## config.mk

```make
export PLATFORM = sky130hd
export DESIGN_NAME = decode_stage_flat
export DESIGN_NICKNAME = d
export VERILOG_FILES = /design/src/rtl/decode_pkg.sv /design/src/rtl/decode_stage_if.sv /design/src/rtl/decode_imm_gen.sv /design/src/rtl/decode_stage.sv /design/src/flat_wrapper.sv
export SDC_FILE = /design/constraint.sdc
export NUM_CORES = 1
export LEC_CHECK = 0
export BUFFER_PORTS_ARGS = -buffer_cell sky130_fd_sc_hd__buf_2
export CAP_MARGIN = 20
export CORE_MARGIN = 4
export CORE_UTILIZATION = 45
export CTS_CLUSTER_SIZE = 14
export DETAILED_ROUTE_END_ITERATION = 16
export GPL_TIMING_DRIVEN = 0
export PLACE_DENSITY = 0.68
export REMOVE_ABC_BUFFERS = 1
export SKIP_LAST_GASP = 1
export SLEW_MARGIN = 5
export SYNTH_ARGS = -nofsm -noshare
export SYNTH_HDL_FRONTEND = slang
export SYNTH_HIERARCHICAL = 1
export SYNTH_SLANG_ARGS = --single-unit
```

## constraint.sdc

```tcl
create_clock -name clk -period 3.02 [get_ports clk]
set_clock_uncertainty 0.1 [all_clocks]
set_input_delay 0.755 -clock clk [delete_from_list [all_inputs] [get_ports clk]]
set_output_delay 0.755 -clock clk [all_outputs]
set_load 0.03 [all_outputs]
```

## src/rtl/decode_pkg.sv

```systemverilog
// Shared definitions for the decode stage: opcode map, immediate-format encoding,
// decoded-bundle field widths and the stage occupancy encoding.
package decode_pkg;

  localparam int unsigned INSTR_W    = 32;
  localparam int unsigned OPC_W      = 7;
  localparam int unsigned F3_W       = 3;
  localparam int unsigned F7_W       = 7;
  localparam int unsigned REG_W      = 5;
  localparam int unsigned IMM_TYPE_W = 3;

  localparam logic [OPC_W-1:0] OPC_LUI      = 7'b0110111;
  localparam logic [OPC_W-1:0] OPC_AUIPC    = 7'b0010111;
  localparam logic [OPC_W-1:0] OPC_JAL      = 7'b1101111;
  localparam logic [OPC_W-1:0] OPC_JALR     = 7'b1100111;
  localparam logic [OPC_W-1:0] OPC_BRANCH   = 7'b1100011;
  localparam logic [OPC_W-1:0] OPC_LOAD     = 7'b0000011;
  localparam logic [OPC_W-1:0] OPC_STORE    = 7'b0100011;
  localparam logic [OPC_W-1:0] OPC_OP_IMM   = 7'b0010011;
  localparam logic [OPC_W-1:0] OPC_OP       = 7'b0110011;
  localparam logic [OPC_W-1:0] OPC_MISC_MEM = 7'b0001111;
  localparam logic [OPC_W-1:0] OPC_SYSTEM   = 7'b1110011;

  typedef enum logic [IMM_TYPE_W-1:0] {
    IMM_NONE = 3'd0,
    IMM_I    = 3'd1,
    IMM_S    = 3'd2,
    IMM_B    = 3'd3,
    IMM_U    = 3'd4,
    IMM_J    = 3'd5
  } imm_type_e;

  typedef struct packed {
    logic uses_rs1;
    logic uses_rs2;
    logic writes_rd;
    logic illegal;
  } dec_ctl_t;

  // Occupancy of the main register and skid entry.
  typedef enum logic [1:0] {
    OCC_EMPTY = 2'd0,
    OCC_MAIN  = 2'd1,
    OCC_FULL  = 2'd2
  } occ_e;

endpackage

```

## src/rtl/decode_stage_if.sv

```systemverilog
// Fetch-side and execute-side handshake/bundle signals of the decode stage.
interface decode_stage_if #(
  parameter int unsigned XLEN = 32,
  parameter int unsigned PC_W = 32
);
  logic                                 in_valid;
  logic                                 in_ready;
  logic [decode_pkg::INSTR_W-1:0]       in_instr;
  logic [PC_W-1:0]                      in_pc;
  logic                                 out_valid;
  logic                                 out_ready;
  logic [PC_W-1:0]                      out_pc;
  logic [decode_pkg::OPC_W-1:0]         out_opcode;
  logic [decode_pkg::F3_W-1:0]          out_funct3;
  logic [decode_pkg::F7_W-1:0]          out_funct7;
  logic [decode_pkg::REG_W-1:0]         out_rd;
  logic [decode_pkg::REG_W-1:0]         out_rs1;
  logic [decode_pkg::REG_W-1:0]         out_rs2;
  logic [XLEN-1:0]                      out_imm;
  decode_pkg::imm_type_e                out_imm_type;
  logic                                 out_uses_rs1;
  logic                                 out_uses_rs2;
  logic                                 out_writes_rd;
  logic                                 out_illegal;

  modport slave (
    input  in_valid, in_instr, in_pc, out_ready,
    output in_ready, out_valid, out_pc, out_opcode, out_funct3, out_funct7,
           out_rd, out_rs1, out_rs2, out_imm, out_imm_type,
           out_uses_rs1, out_uses_rs2, out_writes_rd, out_illegal
  );

  modport master (
    output in_valid, in_instr, in_pc, out_ready,
    input  in_ready, out_valid, out_pc, out_opcode, out_funct3, out_funct7,
           out_rd, out_rs1, out_rs2, out_imm, out_imm_type,
           out_uses_rs1, out_uses_rs2, out_writes_rd, out_illegal
  );
endinterface

```

## src/rtl/decode_imm_gen.sv

```systemverilog
// Combinational immediate generator: format selection from the opcode and
// sign extension of the assembled 32-bit immediate to XLEN.
module decode_imm_gen
  import decode_pkg::*;
#(
  parameter int unsigned XLEN = 32
) (
  input  logic [INSTR_W-1:0] instr,
  output logic [XLEN-1:0]    imm,
  output imm_type_e          imm_type
);

  logic [31:0] imm32;

  always_comb begin
    imm_type = IMM_NONE;
    case (instr[6:0])
      OPC_LUI, OPC_AUIPC:                          imm_type = IMM_U;
      OPC_JAL:                                     imm_type = IMM_J;
      OPC_JALR, OPC_LOAD, OPC_OP_IMM, OPC_SYSTEM:  imm_type = IMM_I;
      OPC_STORE:                                   imm_type = IMM_S;
      OPC_BRANCH:                                  imm_type = IMM_B;
      default:                                     imm_type = IMM_NONE;
    endcase
  end

  always_comb begin
    imm32 = '0;
    case (imm_type)
      IMM_I:   imm32 = {{20{instr[31]}}, instr[31:20]};
      IMM_S:   imm32 = {{20{instr[31]}}, instr[31:25], instr[11:7]};
      IMM_B:   imm32 = {{19{instr[31]}}, instr[31], instr[7], instr[30:25], instr[11:8], 1'b0};
      IMM_U:   imm32 = {instr[31:12], 12'b0};
      IMM_J:   imm32 = {{11{instr[31]}}, instr[31], instr[19:12], instr[20], instr[30:21], 1'b0};
      default: imm32 = '0;
    endcase
    imm        = {XLEN{imm32[31]}};
    imm[31:0]  = imm32;
  end

endmodule

```

## src/rtl/decode_stage.sv

```systemverilog
// Registered RV32I/RV64I decode stage with optional 2-entry skid buffer.
// The skid entry holds the raw word and is decoded again when it moves to main.
module decode_stage
  import decode_pkg::*;
#(
  parameter int unsigned XLEN = 32,
  parameter int unsigned PC_W = 32,
  parameter bit          SKID = 1'b1
) (
  input  logic            clk,
  input  logic            rst,
  input  logic            flush,
  decode_stage_if.slave   bus
);

  occ_e               state_q, state_d;
  logic               in_fire, out_fire, main_from_skid, load_main, load_skid;
  logic [INSTR_W-1:0] skid_instr_q, dec_instr;
  logic [PC_W-1:0]    skid_pc_q, dec_pc;
  logic [XLEN-1:0]    dec_imm;
  imm_type_e          dec_imm_type;
  dec_ctl_t           dec_ctl;
  logic [OPC_W-1:0]   opc;
  logic [F3_W-1:0]    f3;
  logic [F7_W-1:0]    f7;

  always_ff @(posedge clk) begin
    if (rst) state_q <= OCC_EMPTY;
    else     state_q <= state_d;
  end

  always_comb begin
    state_d = state_q;
    unique case (state_q)
      OCC_EMPTY: if (in_fire) state_d = OCC_MAIN;
      OCC_MAIN: begin
        if (in_fire && !out_fire)      state_d = OCC_FULL;
        else if (!in_fire && out_fire) state_d = OCC_EMPTY;
      end
      OCC_FULL:  if (out_fire) state_d = OCC_MAIN;
      default:   state_d = OCC_EMPTY;
    endcase
    if (flush) state_d = OCC_EMPTY;
  end

  // Without a skid entry, MAIN can only accept when it drains in the same cycle.
  always_comb begin
    bus.out_valid  = (state_q != OCC_EMPTY);
    bus.in_ready   = SKID ? (state_q != OCC_FULL) : ((state_q == OCC_EMPTY) || bus.out_ready);
    in_fire        = bus.in_valid && bus.in_ready;
    out_fire       = bus.out_valid && bus.out_ready;
    main_from_skid = (state_q == OCC_FULL) && out_fire;
    load_main      = !flush && (main_from_skid || (in_fire && ((state_q == OCC_EMPTY) || out_fire)));
    load_skid      = !flush && in_fire && (state_q == OCC_MAIN) && !out_fire;
  end

  assign dec_instr = (state_q == OCC_FULL) ? skid_instr_q : bus.in_instr;
  assign dec_pc    = (state_q == OCC_FULL) ? skid_pc_q    : bus.in_pc;
  assign opc       = dec_instr[6:0];
  assign f3        = dec_instr[14:12];
  assign f7        = dec_instr[31:25];

  decode_imm_gen #(.XLEN(XLEN)) u_imm_gen (
    .instr    (dec_instr),
    .imm      (dec_imm),
    .imm_type (dec_imm_type)
  );

  always_comb begin
    dec_ctl = '0;
    case (opc)
      OPC_LUI, OPC_AUIPC, OPC_JAL, OPC_SYSTEM: dec_ctl.writes_rd = 1'b1;
      OPC_JALR: begin
        dec_ctl.uses_rs1  = 1'b1;
        dec_ctl.writes_rd = 1'b1;
        dec_ctl.illegal   = (f3 != 3'b000);
      end
      OPC_BRANCH: begin
        dec_ctl.uses_rs1 = 1'b1;
        dec_ctl.uses_rs2 = 1'b1;
        dec_ctl.illegal  = (f3 == 3'b010) || (f3 == 3'b011);
      end
      OPC_LOAD: begin
        dec_ctl.uses_rs1  = 1'b1;
        dec_ctl.writes_rd = 1'b1;
        dec_ctl.illegal   = (f3 == 3'b111) || ((XLEN == 32) && ((f3 == 3'b011) || (f3 == 3'b110)));
      end
      OPC_STORE: begin
        dec_ctl.uses_rs1 = 1'b1;
        dec_ctl.uses_rs2 = 1'b1;
        dec_ctl.illegal  = f3[2] || ((XLEN == 32) && (f3 == 3'b011));
      end
      OPC_OP_IMM: begin
        dec_ctl.uses_rs1  = 1'b1;
        dec_ctl.writes_rd = 1'b1;
      end
      OPC_OP: begin
        dec_ctl.uses_rs1  = 1'b1;
        dec_ctl.uses_rs2  = 1'b1;
        dec_ctl.writes_rd = 1'b1;
        dec_ctl.illegal   = !((f7 == 7'h00) || (f7 == 7'h20)) ||
                            ((f7 == 7'h20) && !((f3 == 3'b000) || (f3 == 3'b101)));
      end
      OPC_MISC_MEM: dec_ctl = '0;
      default:      dec_ctl.illegal = 1'b1;
    endcase
    if (dec_instr[1:0] != 2'b11) dec_ctl.illegal = 1'b1;
    if (dec_instr[11:7] == '0)   dec_ctl.writes_rd = 1'b0;
    if (dec_ctl.illegal) begin
      dec_ctl.uses_rs1  = 1'b0;
      dec_ctl.uses_rs2  = 1'b0;
      dec_ctl.writes_rd = 1'b0;
    end
  end

  always_ff @(posedge clk) begin
    if (rst) begin
      skid_instr_q <= '0;
      skid_pc_q    <= '0;
    end else if (load_skid) begin
      skid_instr_q <= bus.in_instr;
      skid_pc_q    <= bus.in_pc;
    end
  end

  always_ff @(posedge clk) begin
    if (rst) begin
      bus.out_pc        <= '0;
      bus.out_opcode    <= '0;
      bus.out_funct3    <= '0;
      bus.out_funct7    <= '0;
      bus.out_rd        <= '0;
      bus.out_rs1       <= '0;
      bus.out_rs2       <= '0;
      bus.out_imm       <= '0;
      bus.out_imm_type  <= IMM_NONE;
      bus.out_uses_rs1  <= 1'b0;
      bus.out_uses_rs2  <= 1'b0;
      bus.out_writes_rd <= 1'b0;
      bus.out_illegal   <= 1'b0;
    end else if (load_main) begin
      bus.out_pc        <= dec_pc;
      bus.out_opcode    <= opc;
      bus.out_funct3    <= f3;
      bus.out_funct7    <= f7;
      bus.out_rd        <= dec_instr[11:7];
      bus.out_rs1       <= dec_instr[19:15];
      bus.out_rs2       <= dec_instr[24:20];
      bus.out_imm       <= dec_imm;
      bus.out_imm_type  <= dec_imm_type;
      bus.out_uses_rs1  <= dec_ctl.uses_rs1;
      bus.out_uses_rs2  <= dec_ctl.uses_rs2;
      bus.out_writes_rd <= dec_ctl.writes_rd;
      bus.out_illegal   <= dec_ctl.illegal;
    end
  end

endmodule

```

## src/flat_wrapper.sv

```systemverilog
// flat-port wrapper written by rule: the top's interface ports become plain ports
module decode_stage_flat import decode_pkg::*;
#(
  parameter int unsigned XLEN = 32,
  parameter int unsigned PC_W = 32,
  parameter bit          SKID = 1'b1
)
  (clk, rst, flush, bus_in_valid, bus_in_instr, bus_in_pc, bus_out_ready, bus_in_ready, bus_out_valid, bus_out_pc, bus_out_opcode, bus_out_funct3, bus_out_funct7, bus_out_rd, bus_out_rs1, bus_out_rs2, bus_out_imm, bus_out_imm_type, bus_out_uses_rs1, bus_out_uses_rs2, bus_out_writes_rd, bus_out_illegal);
  decode_stage_if #(.XLEN(XLEN), .PC_W(PC_W)) bus_i ();
  input  logic clk;
  input  logic rst;
  input  logic flush;
  input wire logic [$bits(bus_i.in_valid)-1:0] bus_in_valid;
  input wire logic [$bits(bus_i.in_instr)-1:0] bus_in_instr;
  input wire logic [$bits(bus_i.in_pc)-1:0] bus_in_pc;
  input wire logic [$bits(bus_i.out_ready)-1:0] bus_out_ready;
  output wire logic [$bits(bus_i.in_ready)-1:0] bus_in_ready;
  output wire logic [$bits(bus_i.out_valid)-1:0] bus_out_valid;
  output wire logic [$bits(bus_i.out_pc)-1:0] bus_out_pc;
  output wire logic [$bits(bus_i.out_opcode)-1:0] bus_out_opcode;
  output wire logic [$bits(bus_i.out_funct3)-1:0] bus_out_funct3;
  output wire logic [$bits(bus_i.out_funct7)-1:0] bus_out_funct7;
  output wire logic [$bits(bus_i.out_rd)-1:0] bus_out_rd;
  output wire logic [$bits(bus_i.out_rs1)-1:0] bus_out_rs1;
  output wire logic [$bits(bus_i.out_rs2)-1:0] bus_out_rs2;
  output wire logic [$bits(bus_i.out_imm)-1:0] bus_out_imm;
  output wire logic [$bits(bus_i.out_imm_type)-1:0] bus_out_imm_type;
  output wire logic [$bits(bus_i.out_uses_rs1)-1:0] bus_out_uses_rs1;
  output wire logic [$bits(bus_i.out_uses_rs2)-1:0] bus_out_uses_rs2;
  output wire logic [$bits(bus_i.out_writes_rd)-1:0] bus_out_writes_rd;
  output wire logic [$bits(bus_i.out_illegal)-1:0] bus_out_illegal;
  assign bus_i.in_valid = bus_in_valid;
  assign bus_i.in_instr = bus_in_instr;
  assign bus_i.in_pc = bus_in_pc;
  assign bus_i.out_ready = bus_out_ready;
  assign bus_in_ready = bus_i.in_ready;
  assign bus_out_valid = bus_i.out_valid;
  assign bus_out_pc = bus_i.out_pc;
  assign bus_out_opcode = bus_i.out_opcode;
  assign bus_out_funct3 = bus_i.out_funct3;
  assign bus_out_funct7 = bus_i.out_funct7;
  assign bus_out_rd = bus_i.out_rd;
  assign bus_out_rs1 = bus_i.out_rs1;
  assign bus_out_rs2 = bus_i.out_rs2;
  assign bus_out_imm = bus_i.out_imm;
  assign bus_out_imm_type = bus_i.out_imm_type;
  assign bus_out_uses_rs1 = bus_i.out_uses_rs1;
  assign bus_out_uses_rs2 = bus_i.out_uses_rs2;
  assign bus_out_writes_rd = bus_i.out_writes_rd;
  assign bus_out_illegal = bus_i.out_illegal;
  decode_stage #(.XLEN(XLEN), .PC_W(PC_W), .SKID(SKID)) u_core (.clk(clk), .rst(rst), .flush(flush), .bus(bus_i));
endmodule
```

==> reports/qor.yml, run 1 <==
status:
  status: "complete, no violations"
setup_path:
  worstSetupPathDepth: 10
  required_ps: 3190
  r2r-start: "u_core/state_q[0]"
  start_kind: "register"
  critPathKind: "register to register"
  cp_max_fo: 77
  reg2reg_depth: 10
  worstSetupStartpoint: "u_core/state_q[0]"
  crit_path_frequent_cell: "and3_4"
  max_stage_delay_ps: 510
  cp-end-kind: "register"
  cp_cell_sequence: "and2b_4, clkinv_16, mux2i_4, inv_2, and3_4, and3_4, or2_4, o21a_1, nand2_1, a21oi_1"
  cp_data_arrival_time_ps: 3030
  cpMaxStageDelayCell: "dfxtp_2"
  critPathTopFamily: "simple AND/OR/NAND/NOR gates"
  cp.buffers_inverters: 2
synth:
  yosysTopAreaCell: "dfxtp_1"
  synth_edf_count: 0
  yosysWarnings: 6
  avgSynthCellArea_um2: 7.49
  synth.distinct_cells: 67
  synth_ff_type: "dfxtp_1"
  seq_area_frac_synth_pct: 44.6
  ys_ff_latch: 169
  synthArstFlopShare_pct: 0
  synth_top_area_share_pct: 44.6
  syn_inst: 1012
  synth_area_um2: 7580
  synth_area_leaders: "dfxtp_1 45%, nand2_1 20%, a21oi_1 8.5%"
global_route:
  grtUsageTotal_pct: 21.9
  grt_pass1_wl_mm: 33.2
  grt-ovfl-total: 0
  grt_start_max_net_pins: 94
  antenna_found_initial: 3
  grt_pass1_vias: 6544
timing:
  worst_pin_slew_ps: 805
  relSlewSlack_pct: 45.9
  setup_viol: 0
  finalHoldViolations: 0
  fmaxAchievable_ghz: 0.350
  fin_ws_ps: 159
  min_period_ps: 2860
  drv_slew: 0
  min_period_over_period_pct: 94.7
  rsz0062_at_grt: "no"
final_layout:
  multiInputGateArea_um2: 3880
  layout-drive-gt1-share_pct: 22.3
  seq_area_um2: 3390
  fin_cells: 1373
  fin_nets: 1212
  syn2layout_area_growth_pct: 23.2
  final_common_cell: "nand2_1"
  layout_common_cells: "394 x nand2_1, 172 x buf_2, 167 x dfxtp_1, 127 x a21oi_1, 61 x nor2_1"
  fillerInstances: 1574
hold_path:
  min_from: "u_core/bus.out_imm[4]"
  hold-path-cell-count: 2
  holdCritPathClass: "register to register"
job:
  max_cap_violations: 0
routing:
  drt_iter0_drc: 461
  vias: 7159
  drc: 0
  final_antenna_net_count: 0
  drt_wl_total_mm: 21.0
  detail_route.first_pass.iterations: 6
  avgRoutedWirePerCell_um: 15.3
  viasPerCell: 5.21
die:
  die_x_um: 138
  row_count: 47
  die_h_um: 138
  ios: 174
  core-area_um2: 16500
  start_util_pct: 45.9
  dieArea_um2: 19000
placed_design:
  place_ws_ps: -1360
  dp_cells: 1337
  io_buffers: 173
  place.gp.congestion: 0.810
  hpwl_mm: 13.3
cts:
  cts_buffer_depth: 2
  cts_root_buf: "clkbuf_16"
  cts_tree: "built"
  h-tree-depth: 4
  clock-sinks: 169
  clk_latency_ps: 410
  cts.reportedPaths.clkPinSlew_ps: 60
  numCtsBuffers: 17
pwr:
  total_leakage_power_uw: 0.00400
  ir_drop_v: 0.000383
  p_per_area_nw_per_um2: 560
-- flip-flops by register name (all words and copies together) (netlist names) --
signal                    count
u_core/bus.out_rs2            5
u_core/bus.out_imm           32
u_core/bus.out_uses_rs2       1
u_core/bus.out_rs1            5
u_core/bus.out_funct7         7
u_core/bus.out_funct3         3
u_core/bus.out_illegal        1
u_core/bus.out_rd             5
u_core/bus.out_imm_type       3
u_core/skid_pc_q             32
u_core/state_q                2
u_core/bus.out_pc            32
u_core/bus.out_uses_rs1       1
u_core/skid_instr_q          32
u_core/bus.out_writes_rd      1
u_core/bus.out_opcode         7
-- worst reg2reg max path: stages, from the launching register on --
cell	delay (ps)
dfxtp_2	510
and2b_4	290
clkinv_16	200
mux2i_4	380
inv_2	130
and3_4	220
and3_4	240
or2_4	340
o21a_1	200
nand2_1	50
a21oi_1	50
-- metal layers --
layer  routed length [um]  part of all wire (%)  vias up  track usage (%)
met5                   20                 0.095        -                0
met4                  289                   1.4        4             6.15
met3                 1690                   8.0       24             6.50
met2                 9500                    45      215             35.3
met1                 9470                    45     3279             28.4
li1                     -                     -     3637                -
-- per-stage QoR --
| step | hold WS [ps] | utilization (%) | setup TNS, ps | instance area [um^2] | total power, uW |
|---|---|---|---|---|---|
| after floorplan | 331 | - | -346010 | 7220 | 2770 |
| after detailed placement | 343 | 51.9 | -47330 | 8580 | 3020 |
| after global placement | 340 | 50.6 | -753980 | 8360 | 3010 |
| after CTS | 351 | 56.1 | 0 | 9270 | 5280 |
| final | 351 | 56.5 | 0 | 9340 | 5230 |
| after global routing | 371 | 56.5 | 0 | 9340 | 5440 |
-- path summary, 6_finish.rpt --
| kind | to | slack, ps |
|---|---|---|
| setup / recovery | u_core/bus.out_imm[31] | 160 |
| hold / removal | u_core/bus.out_imm[4] | 350 |
| setup reg to reg | u_core/bus.out_imm[31] | 160 |
| hold reg to reg | u_core/bus.out_imm[4] | 350 |
-- where the power goes --
group / leakage (uW) / switching [uW] / internal [uW]
clock network: 0.000289 / 855 / 1390
registers: 0.00138 / 38.6 / 2300
logic: 0.00233 / 431 / 210
-- logic make-up (layout without fill, tap and decap cells) --
logic type	Yosys count	after routing	synth area share [%]
buf+inv	89	227	5.38
simple gates	516	518	28.6
compound gates	223	223	19.2
flops	169	169	44.6
other cells	0	1	0
mux	10	10	1.60
xor+xnor	4	4	0.462
fa+ha+maj	1	1	0.165
-- layout make-up --
type                    instances  share of cell area, %
diodes                          1                 0.0268
clock buffers                  21                   4.82
clock inverters                 8                   1.57
inverters                      11                  0.723
multi-input cells             756                   41.5
flip-flops and latches        169                   36.3
well taps                     220                   2.95
repair buffers                187                   12.1
-- cell usage after synthesis (3+ instances only) --
library cell,n
clkbuf_1,48
o21ai_0,8
a22o_1,4
nor3_1,12
buf_6,5
xor2_1,4
a21o_1,19
dfxtp_1,169
nor4_1,4
nand3_1,3
mux2i_1,6
a31oi_1,4
nand2_1,395
and2_1,7
inv_1,10
a211oi_1,5
nand3b_1,3
nor2b_1,4
nor2_1,62
a21oi_1,128
o21a_1,4
a311oi_1,32
buf_2,21
-- repair_timing --
item,4_1_cts,5_1_grt
hold buffers,0,0
cloned,2,0
pin swaps,1,1
setup endpoints to repair,43,32
setup buffers,2,1
resized for setup,13,11
hold endpoints to repair,0,0
No activity file was read; power rests on OpenSTA's default activity.
==> run 2: changes to the inputs <==
--- a/config.mk
+++ b/config.mk
@@ -5,8 +5,9 @@
 export SDC_FILE = /design/constraint.sdc
 export NUM_CORES = 1
 export LEC_CHECK = 0
-export BUFFER_PORTS_ARGS = -buffer_cell sky130_fd_sc_hd__buf_2
+export BUFFER_PORTS_ARGS = -buffer_cell sky130_fd_sc_hd__buf_4
 export CAP_MARGIN = 20
+export CORE_ASPECT_RATIO = 1.4
 export CORE_MARGIN = 4
 export CORE_UTILIZATION = 45
 export CTS_CLUSTER_SIZE = 14
==> run 2 against run 1 <==
  * Die area up 0.15%
  * Global-route usage shrank 0.83 points
  * Routed wire length down 2.6%
  * Clock-buffer cell count is 3 lower
  * Maximum frequency is 0.61% lower
  * Worst setup slack lost 18 ps
  * Largest cell class unchanged
  * Largest power group unchanged
==> reports/qor.yml, run 2 (synthesis results as in run 1) <==
placed_design:
  place.gp.congestion: 0.800
  io_buffers: 173
  hpwl_mm: 13.1
  post_dp_cell_area_um2: 8950
die:
  die_x_um: 118
  ios: 174
  start_util_pct: 46.3
  row_count: 55
  core-area_um2: 16400
  dieArea_um2: 19000
  die_h_um: 162
setup_path:
  cp-end-kind: "register"
  r2r-start: "u_core/state_q[0]"
  worstSetupStartpoint: "u_core/state_q[0]"
  critPathKind: "register to register"
  critPathTopFamily: "simple AND/OR/NAND/NOR gates"
  cp_cell_sequence: "and2b_4, clkinv_16, mux2i_4, inv_1, and3_4, and3_4, or2_4, a21o_1, nand2_1, a21oi_1"
  cpMaxStageDelayCell: "dfxtp_4"
  cp_data_arrival_time_ps: 3060
  max_stage_delay_ps: 400
  reg2reg_depth: 10
  crit_path_frequent_cell: "and3_4"
  worstSetupPathDepth: 10
  cp_max_fo: 77
  r2r_slack_ps: 140
  start_kind: "register"
  cp.buffers_inverters: 2
  required_ps: 3200
global_route:
  grt_pass1_wl_mm: 33.1
  top_usage_layer: "met2"
  antenna_found_initial: 0
  grt-ovfl-total: 0
  grtUsageTotal_pct: 21.0
  grt_use_met1_pct: 23.7
  met3_usage_pct: 6.41
  grt_start_max_net_pins: 96
  grt_pass1_vias: 6572
  grt_use_met2_pct: 37.8
cts:
  numCtsBuffers: 17
  cts_tree: "built"
  h-tree-depth: 4
  clk_latency_ps: 420
  cts_buffer_depth: 2
  clock-sinks: 169
  cts_root_buf: "clkbuf_16"
  ctsHoldBuffers: 0
  cts.reportedPaths.clkPinSlew_ps: 70
routing:
  drt_iter0_drc: 363
  viasPerCell: 5.22
  final_antenna_net_count: 0
  avgRoutedWirePerCell_um: 15.1
  detail_route.first_pass.iterations: 5
  drt_wl_total_mm: 20.4
  drc: 0
  vias: 7057
final_layout:
  seq_area_um2: 3390
  final_common_cell: "nand2_1"
  multiInputGateArea_um2: 3870
  n_antenna_cell: 0
  design_area_um2: 9710
  layout_common_cells: "395 x nand2_1, 173 x buf_4, 167 x dfxtp_1, 127 x a21oi_1, 61 x nor2_1"
  fillerInstances: 1617
  fin_util_pct: 59.3
  syn2layout_area_growth_pct: 28.0
  fin_nets: 1210
  layout-drive-gt1-share_pct: 22.2
timing:
  whs_ps: 353
  drv_slew: 0
  worst_pin_slew_ps: 809
  min_period_over_period_pct: 95.3
  setup_viol: 0
  finalHoldViolations: 0
  relSlewSlack_pct: 45.6
  fmaxAchievable_ghz: 0.347
  min_period_ps: 2880
  rsz0062_at_grt: "no"
pwr:
  total_leakage_power_uw: 0.00405
  combPwrFrac_pct: 12.9
  ir_drop_v: 0.000450
  p_sw_uw: 1400
  power_frac_clock_pct: 43.3
  p_per_area_nw_per_um2: 552
  seqPwrFrac_pct: 43.7
  swShare_pct: 26.1
  intPower_uw: 3960
job:
  max_cap_violations: 0
status:
  status: "complete, no violations"
hold_path:
  min_from: "u_core/bus.out_rs2[1]"
  holdCritPathClass: "register to register"
  hold-path-cell-count: 2
run 2: changes by cell type in the layout (fill, tap and decap cells not counted), moves of 2 or more:
cell | previous run | this run
buf_16 | 4 | 1
buf_2 | 172 | 0
buf_4 | 2 | 173
clkbuf_1 | 3 | 1
clkinvlp_4 | 1 | 3
inv_1 | 6 | 8
inv_2 | 4 | 2
run 2: what timing repair did:
item / in CTS / in global routing
resized for setup: 10 / 11
pin swaps: 1 / 2
cloned: 2 / 0
buffers inserted: 1 / 1
setup endpoints to repair: 43 / 32
run 2: area by class of cell:
| cell class | instances | area share [%] |
|---|---|---|
| Clock buffer | 18 | 4.42 |
| Clock inverter | 14 | 2.01 |
| Inverter | 11 | 0.696 |
| Multi-Input combinational cell | 756 | 39.9 |
| Sequential cell | 169 | 34.9 |
| Tap cell | 199 | 2.57 |
| Timing Repair Buffer | 185 | 15.5 |
run 2: final timing paths:
check                      endpoint
min           u_core/bus.out_rs2[1]
min reg2reg   u_core/bus.out_rs2[1]
max reg2reg  u_core/bus.out_imm[16]
max          u_core/bus.out_imm[16]
run 2: power groups by stage:
stage / combinational (uW) / clock, uW / sequential (uW)
5_1_grt: 755 / 2460 / 2350
2_1_floorplan: 250 / 0 / 2520
3_5_place_dp: 690 / 0 / 2390
3_3_place_gp: 687 / 0 / 2390
4_1_cts: 695 / 2370 / 2350
6_report: 692 / 2320 / 2340
run 2: per-stage QoR:
| stage | setup slack [ps] | total power [uW] | cells | TNS, ps |
|---|---|---|---|---|
| 2_1_floorplan | -3050 | 2770 | 934 | -346010 |
| 3_3_place_gp | -5740 | 3080 | 1306 | -752740 |
| 3_5_place_dp | -1340 | 3090 | 1315 | -47020 |
| 4_1_cts | -13.2 | 5410 | 1350 | -13.2 |
| 5_1_grt | 13.7 | 5570 | 1352 | 0 |
| 6_report | 141 | 5360 | 1352 | 0 |
run 2: routing by layer:
layer	vias to the layer above	routed length [um]
met4	0	318
met1	3234	8370
met2	165	10400
li1	3636	-
met3	22	1310
met5	-	0
run 2: worst reg2reg max path, cell delays in order, from the launching register on:
cell and delay, ps:
dfxtp_4 400, and2b_4 370, clkinv_16 230, mux2i_4 330, inv_1 200, and3_4 240
and3_4 230, or2_4 330, a21o_1 210, nand2_1 60, a21oi_1 50
==> run 3: changes to the inputs <==
--- a/config.mk
+++ b/config.mk
@@ -14,7 +14,6 @@
 export DETAILED_ROUTE_END_ITERATION = 16
 export GPL_TIMING_DRIVEN = 0
 export PLACE_DENSITY = 0.68
-export REMOVE_ABC_BUFFERS = 1
 export SKIP_LAST_GASP = 1
 export SLEW_MARGIN = 5
 export SYNTH_ARGS = -nofsm -noshare
==> run 3 against run 2 <==
  * Final cell count is 4.6% higher
  * Clock power down 9.5%
  * Highest routed layer unchanged
  * Worst setup slack worse by 29 ps
  * Register-to-register slack gained 30 ps
  * Critical path depth is 4 lower
  * Maximum frequency is 1.0% lower
  * Sequential power about the same
  * Cell area fell by 0.13%
  * Critical path type is now register to primary output
==> reports/qor.yml, run 3 (synthesis results as in run 1) <==
status:
  status: "complete, no violations"
timing:
  fmaxAchievable_ghz: 0.344
  rsz0062_at_grt: "no"
  min_period_ps: 2910
  min_period_over_period_pct: 96.3
  relSlewSlack_pct: 45.5
  setup_tns_ps: 0
  setup_viol: 0
  finalHoldViolations: 0
  worst_pin_slew_ps: 818
  drv_slew: 0
setup_path:
  cp_data_arrival_time_ps: 2050
  critPathTopFamily: "buffers and inverters"
  crit_path_frequent_cell: "buf_4"
  required_ps: 2160
  cp-end-kind: "primary output"
  max_stage_delay_ps: 350
  start_kind: "register"
  cp.buffers_inverters: 5
  critPathKind: "register to primary output"
  cpMaxStageDelayCell: "dfxtp_1"
  cp_max_fo: 19
  cp_cell_sequence: "and2b_4, inv_4, buf_6, buf_4, clkbuf_2, buf_4"
final_layout:
  layout-drive-gt1-share_pct: 21.6
  n_antenna_cell: 0
  fin_util_pct: 59.2
  layout_common_cells: "395 x nand2_1, 174 x buf_4, 169 x dfxtp_1, 128 x a21oi_1, 61 x nor2_1"
  syn2layout_area_growth_pct: 27.9
  fin_nets: 1272
  fillerInstances: 1624
  design_area_um2: 9690
  final_common_cell: "nand2_1"
cts:
  cts_root_buf: "clkbuf_16"
  cts_buffer_depth: 2
  cts.reportedPaths.clkPinSlew_ps: 60
  h-tree-depth: 4
  numCtsBuffers: 17
  clock-sinks: 169
  clk_latency_ps: 420
  cts_tree: "built"
  post_cts_buffers: 0
  ctsHoldBuffers: 0
die:
  die_x_um: 118
  die_h_um: 162
  dieArea_um2: 19000
  ios: 174
  row_count: 55
  core-area_um2: 16400
  start_util_pct: 46.3
pwr:
  power_frac_clock_pct: 40.6
  seqPwrFrac_pct: 45.4
  intPower_uw: 3750
  ir_drop_v: 0.000375
  combPwrFrac_pct: 14.0
  swShare_pct: 27.5
  p_per_area_nw_per_um2: 534
  p_sw_uw: 1420
  total_leakage_power_uw: 0.00409
job:
  max_cap_violations: 0
routing:
  detail_route.first_pass.iterations: 5
  drc: 0
  drt_wl_total_mm: 23.9
  final_antenna_net_count: 0
  drt_iter0_drc: 493
  avgRoutedWirePerCell_um: 16.9
  vias: 7599
  viasPerCell: 5.37
global_route:
  grt-ovfl-total: 0
  grt_pass1_vias: 7115
  grtUsageTotal_pct: 24.4
  grt_pass1_wl_mm: 37.3
  grt_start_max_net_pins: 17
  antenna_found_initial: 0
placed_design:
  io_buffers: 171
  hpwl_mm: 18.1
  place.gp.congestion: 0.866
  post_dp_cell_area_um2: 9120
synth:
  syn_nets: 1082
hold_path:
  holdCritPathClass: "register to register"
## run 3: cell count changes in the layout (fill, tap and decap cells not counted), sizes merged
cell    previous run  this run
clkbuf            18        67
and2b              3         1
buf              185       201
bufinv             4         1
inv               13        14
clkinv             5         6
## run 3: per-layer routing
metal	GRT usage, %	share of wire (%)	up-vias	routed length (um)
met3	6.44	7.1	61	1680
met1	27.4	39	3493	9400
li1	-	-	3762	-
met4	10.3	3.8	0	908
met2	43.5	50	283	11900
met5	0	0	-	0
## run 3: worst paths after layout
path | start | end | slack [ps] | depth (start not counted)
worst max-delay path | u_core/state_q[0] | bus_in_ready | 110 | 6
worst min-delay path | u_core/bus.out_rs2[0] | u_core/bus.out_rs2[0] | 350 | 2
worst max register to register | u_core/state_q[0] | u_core/bus.out_imm[30] | 170 | 13
worst min register to register | u_core/bus.out_rs2[0] | u_core/bus.out_rs2[0] | 350 | 2
## run 3: power by group through the flow
stage	logic, uW	registers (uW)	clock network (uW)
floorplan	290	2520	0
global placement	720	2390	0
detailed placement	724	2400	0
CTS	726	2350	2140
global route	781	2350	2230
finish	725	2350	2100
## run 3: timing repair
item / 4_1_cts / 5_1_grt
setup endpoints to repair: 0 / 18
hold endpoints to repair: 0 / 0
gates resized for setup: 0 / 5
## run 3: cell type report
class / instances / area [um^2] / share of cell area [%]
multi-input combinational: 754 / 3790 / 39.1
tap: 199 / 249 / 2.57
timing repair buffer: 172 / 1290 / 13.3
inverter: 11 / 43.8 / 0.452
clock inverter: 13 / 120 / 1.24
clock buffer: 19 / 453 / 4.67
buffer: 77 / 362 / 3.73
sequential: 169 / 3380 / 34.9
## run 3: per-stage QoR
stage               worst slack (ps)  instances  total power (uW)  hold slack, ps
floorplan                        586       1012              2810             337
global placement                 105       1382              3110             342
detailed placement               146       1383              3120             347
CTS                             17.9       1415              5220             356
global route                    13.7       1414              5360             369
finish                           112       1414              5170             354
## run 3: worst reg2reg max path, delay by kind of cell, from the launching register on
| family | cells | cell delay [ps] |
|---|---|---|
| flops | 1 | 350 |
| simple gates | 2 | 270 |
| mux | 1 | 400 |
| buf+inv | 5 | 770 |
| compound gates | 5 | 900 |
